File: config.mk
export PLATFORM = sky130hd
export DESIGN_NAME = daq_sram_writer
export DESIGN_NICKNAME = d
export VERILOG_FILES = /design/src/rtl/wb_daq_pkg.sv /design/src/rtl/daq_sram_addr_gen.sv /design/src/rtl/daq_sram_writer.sv
export SDC_FILE = /design/constraint.sdc
export NUM_CORES = 1
export LEC_CHECK = 0
export ABC_AREA = 1
export CAP_MARGIN = 20
export CORE_MARGIN = 5
export CORE_UTILIZATION = 35
export DETAILED_ROUTE_END_ITERATION = 7
export MAX_ROUTING_LAYER = met4
export PLACE_DENSITY = 0.7
export SLEW_MARGIN = 0
export SYNTH_ARGS = -nofsm -noshare
export SYNTH_HDL_FRONTEND = slang
export SYNTH_SLANG_ARGS = --single-unit
File: constraint.sdc
create_clock -name wb_clk -period 2.8 [get_ports wb_clk]
set_input_delay 0.42 -clock wb_clk [delete_from_list [all_inputs] [get_ports wb_clk]]
set_output_delay 0.42 -clock wb_clk [all_outputs]
set_load 0.02 [all_outputs]
File: src/rtl/wb_daq_pkg.sv
// Shared definitions for the wb_daq blocks: FSM encodings and status counter width.
package wb_daq_pkg;
  localparam int WORD_CNT_W = 16;

  typedef enum logic [3:0] {
    ST_IDLE    = 4'h0,
    ST_CAPTURE = 4'h1,
    ST_WRITE   = 4'h2,
    ST_DONE    = 4'h3
  } daq_state_e;
endpackage

File: src/rtl/daq_sram_addr_gen.sv
// SRAM write-pointer for the DAQ writer: linear fill with sticky full flag,
// or ring-buffer wrap with sticky wrapped flag.
module daq_sram_addr_gen #(
  parameter int ADDR_WIDTH = 10
) (
  input  logic                  wb_clk,
  input  logic                  wb_rst,
  input  logic                  load,
  input  logic                  advance,
  input  logic                  wrap_en,
  input  logic [ADDR_WIDTH-1:0] base_addr,
  input  logic [ADDR_WIDTH-1:0] end_addr,
  output logic [ADDR_WIDTH-1:0] cur_addr,
  output logic                  buf_full,
  output logic                  wrapped
);

  always_ff @(posedge wb_clk) begin
    if (wb_rst || load) begin
      cur_addr <= base_addr;
      buf_full <= 1'b0;
      wrapped  <= 1'b0;
    end else if (advance) begin
      if (cur_addr == end_addr) begin
        // At the last word: wrap to base in ring mode, otherwise park and flag full
        if (wrap_en) begin
          cur_addr <= base_addr;
          wrapped  <= 1'b1;
        end else begin
          buf_full <= 1'b1;
        end
      end else begin
        cur_addr <= cur_addr + 1'b1;
      end
    end
  end

endmodule

File: src/rtl/daq_sram_writer.sv
// Moves one channel FIFO word at a time into SRAM through a
// capture / write / settle handshake, tracking fill status and word count.
module daq_sram_writer
  import wb_daq_pkg::*;
#(
  parameter int ADDR_WIDTH = 10,
  parameter int DATA_WIDTH = 32
) (
  input  logic                  wb_clk,
  input  logic                  wb_rst,
  input  logic                  enable,
  input  logic                  wrap_en,
  input  logic                  clear,
  input  logic [ADDR_WIDTH-1:0] base_addr,
  input  logic [ADDR_WIDTH-1:0] end_addr,
  input  logic                  start_sram,
  input  logic [DATA_WIDTH-1:0] data_in,
  output logic                  data_done,
  output logic                  sram_wr_en,
  output logic [ADDR_WIDTH-1:0] sram_addr,
  output logic [DATA_WIDTH-1:0] sram_wr_data,
  input  logic                  sram_ack,
  output logic                  buf_full,
  output logic                  wrapped,
  output logic [WORD_CNT_W-1:0] word_count
);

  daq_state_e state_q, state_d;
  logic       clear_ok;
  logic       ack_ok;

  // Clear is honoured only when no transfer is in flight
  assign clear_ok = clear && ((state_q == ST_IDLE) || (state_q == ST_DONE));
  assign ack_ok   = (state_q == ST_WRITE) && sram_ack;

  always_comb begin
    state_d = state_q;
    case (state_q)
      ST_IDLE:    if (enable && start_sram && !buf_full) state_d = ST_CAPTURE;
      ST_CAPTURE: state_d = ST_WRITE;
      ST_WRITE:   if (sram_ack) state_d = ST_DONE;
      ST_DONE:    state_d = ST_IDLE;
      default:    state_d = ST_IDLE;
    endcase
  end

  always_ff @(posedge wb_clk) begin
    if (wb_rst) begin
      state_q      <= ST_IDLE;
      data_done    <= 1'b0;
      sram_wr_en   <= 1'b0;
      sram_wr_data <= '0;
      word_count   <= '0;
    end else begin
      state_q    <= state_d;
      data_done  <= (state_d == ST_CAPTURE);
      sram_wr_en <= (state_d == ST_WRITE);
      if ((state_q == ST_IDLE) && (state_d == ST_CAPTURE))
        sram_wr_data <= data_in;
      if (clear_ok)
        word_count <= '0;
      else if (ack_ok && (word_count != '1))
        word_count <= word_count + 1'b1;
    end
  end

  daq_sram_addr_gen #(
    .ADDR_WIDTH (ADDR_WIDTH)
  ) u_addr_gen (
    .wb_clk    (wb_clk),
    .wb_rst    (wb_rst),
    .load      (clear_ok),
    .advance   (ack_ok),
    .wrap_en   (wrap_en),
    .base_addr (base_addr),
    .end_addr  (end_addr),
    .cur_addr  (sram_addr),
    .buf_full  (buf_full),
    .wrapped   (wrapped)
  );

endmodule

==> results by group <==
Status
  – Outcome: finished, final reports clean

Power and ir drop
  – Peak VDD IR: approximately 0.29 mV
  – Pwr per Cell Area: 487 mW/mm^2
  – Static leakage: ~1.9 nW

Critical path
  – Crit path launch type: input port
  – Critical path, cell by cell: clkdlybuf4s50_1 -> inv_1 -> nand2_1 -> nand2_1 -> nor2_1 -> nand2_1 -> nor2_1 -> nand2_1 -> o21ai_0 -> nand2_1
  – Crit path top cell by count: nand2_1
  – Crit Path Class: input port to register
  – Arr. time, crit path: 2130 ps
  – CP peak stage delay: 470 ps
  – R2r setup slk: 720 ps
  – Worst EP required: 2800 ps
  – Critical path capture point type: register
  – Crit path max-delay family: simple AND/OR/NAND/NOR gates
  – Crit-path max FO: 10
  – Crit path buffers/inverters: 2
  – Highest-delay cell along the critical path: clkdlybuf4s50_1

Detailed routing
  – Avg Vias per Cell: 4.65
  – Pre-Repair DR Iteration Count: 4
  – DRT iter0 DRCs: 114
  – DRT antenna net count: 0
  – DRC viols: 0
  – Wire length per cell: 13.0 um
  – Via count: 3,154
  – Drt total wl: 8.85 mm

Timing
  – Ratio of final minimum period to clock period: between 70% and 80%
  – Worst Clk Skew: 10.0 ps
  – Final Hold Slack: 462 ps
  – Setup violations, final: 0
  – Final setup TNS: 0 ps
  – Slew @ Worst Pin: 643 ps
  – Fin. max-slew vios: 0
  – Slew headroom: 57.1%
  – Fin. Hold Viols: 0
  – Fmax: 0.470 GHz
  – Fin crit period: 2130 ps
  – RSZ-0062 raised after global routing: no

Floorplan
  – Core box area: 0.00881 mm^2
  – Die Y: about 110 um
  – Die width: 106 um
  – Rows: 34
  – I/O Pins: ~120
  – DIE AREA: around 0.011 mm^2
  – Starting Density: between 30% and 40%

Finish
  – Design Area, Final: 0.00474 mm^2
  – Most common cell after layout, fill and taps aside: clkdlybuf4s50_1
  – Layout cell share with drive strength beyond 1: between 7 and 8%
  – Most frequent cells in the layout: clkdlybuf4s50_1 (120), nand2_1 (110), nor2_1 (92)
  – Final Net Count: about 630
  – Final antenna diode count: 0
  – Area grow syn2layout: 48.3%

GRT
  – Vias in the first global route: around 3.1k
  – First-pass GRT wire length: 14.8 mm
  – Antenna violations before repair: 0
  – Largest net degree at the start of global routing: 35
  – Total track usage: 16.5%
  – Gr ovfl total: 0

Clock network
  – Cts hold-fix bufs: 0
  – CTS root buffer: clkbuf_8
  – Clk buf depth: 2
  – Post-CTS resize count: 0
  – Reg clk slew, reported paths: 80 ps
  – Htree depth: 3
  – Post-CTS Setup Inserts: 0
  – Latest clock arrival within the worst-skew pair: 330 ps
  – Total CTS buffers: 9
  – CTS tree: built
  – CTS sink cnt: 66

Yosys
  – Primary FF master, synth: dfxtp_1
  – Part of the Yosys area used for sequential elements: 44.5%
  – Synth Cell Area: 0.00320 mm^2
  – FF+latch count, synth: between 60 and 70
  – Post-synth EDFFs: 10
  – Synth Instances: 444
  – Asr flop ratio synth: 0%
  – YS warnings: 0
  – Cell variety after synth: 27
  – Synth Area per Inst: 7.20 um^2

Flow run
  – Max Cap Viol: 0

Place
  – Placed cell area: 0.00450 mm^2
  – DP HPWL: roughly 6.6 mm
  – Port buffer count: between 100 and 150
  – Placer Congestion: ~0.84

Min path
  – Min-delay worst type: register to register
[report_power, final]
group | internal, mW | total (mW) | switching (mW)
sequential | 1.00 | 1.03 | 0.0304
clock | 0.581 | 0.958 | 0.377
combinational | 0.165 | 0.321 | 0.156
total | 1.75 | 2.31 | 0.563
[state kept, by name (all words and copies together), names as in the netlist]
signal,count
sram_wr_en,1
u_addr_gen.cur_addr,10
u_addr_gen.buf_full,1
sram_wr_data,32
data_done,1
u_addr_gen.wrapped,1
word_count,16
state_q,4
[layout make-up]
type / instances / area (um^2)
Fill cell: 863 / 4060
Multi-Input combinational cell: 326 / 1570
Sequential cell: 66 / 1420
Timing Repair Buffer: 123 / 1220
Clock buffer: 11 / 163
Inverter: 40 / 150
Tap cell: 108 / 135
Clock inverter: 5 / 83.8
[metrics by stage]
| step | std cells | power, mW | setup slack, ps | util, % |
|---|---|---|---|---|
| CTS | 679 | 2.34 | 719 | 53.9 |
| global placement | 663 | 1.37 | 457 | 51.1 |
| floorplan | 445 | 1.19 | 973 | - |
| detailed placement | 663 | 1.37 | 364 | 51.1 |
| finish | 679 | 2.31 | 671 | 53.9 |
| global route | 679 | 2.41 | 536 | 53.9 |
[cells by family (layout without fill, tap and decap cells)]
family                   Yosys count  count (layout)  synth area share [%]
AND/OR/NAND/NOR                  243             243                  31.2
flip-flops                        66              66                  44.5
AO/OA/AOI/OAI                     61              61                  11.7
buffers and inverters             53             179                  6.77
XOR/XNOR                          18              18                  4.93
adder cells (fa/ha/maj)            2               2                 0.783
other                              1               2                 0.117
[routing by layer]
metal  part of all wire [%]  vias up  wire length [um]  track usage (%)
li1                       -     1639                 -                -
met5                      0        -                 0                -
met4                    1.0        0                91             5.27
met3                    9.2        9               811             6.48
met2                     45      103              3990             25.8
met1                     45     1403              3950             19.6
[worst min-delay path, delay by kind of cell (launching register included)]
family	cells	cell delay, ps
DFF	1	320
buffers and inverters	1	50
AOI/OAI and AO/OA	1	50
[worst paths after layout]
path / end / cells past startpoint / from
min: u_addr_gen.wrapped / 2 / u_addr_gen.wrapped
min reg2reg: u_addr_gen.wrapped / 2 / u_addr_gen.wrapped
max reg2reg: u_addr_gen.cur_addr[1] / 8 / u_addr_gen.cur_addr[0]
max: u_addr_gen.cur_addr[1] / 10 / end_addr[3]
[synth_stat cells, types with 2 or more instances]
cell | count | share of area (%)
nand2_1 | 110 | 13
nor2_1 | 93 | 11
dfxtp_1 | 56 | 35
o21ai_0 | 40 | 6.3
inv_1 | 39 | 4.6
nand3_1 | 19 | 3.0
edfxtp_1 | 10 | 9.4
a21oi_1 | 9 | 1.4
a21oi_2 | 9 | 2.5
clkbuf_1 | 9 | 1.1
xnor2_1 | 9 | 2.5
xor2_1 | 9 | 2.5
nor3_1 | 6 | 0.94
nand2_2 | 4 | 0.78
nand4_1 | 4 | 0.78
buf_2 | 2 | 0.31
buf_6 | 2 | 0.70
ha_1 | 2 | 0.78
nor2_2 | 2 | 0.39
nor2_4 | 2 | 0.70
o21ai_4 | 2 | 1.0
(Power assumes the default switching activity.)
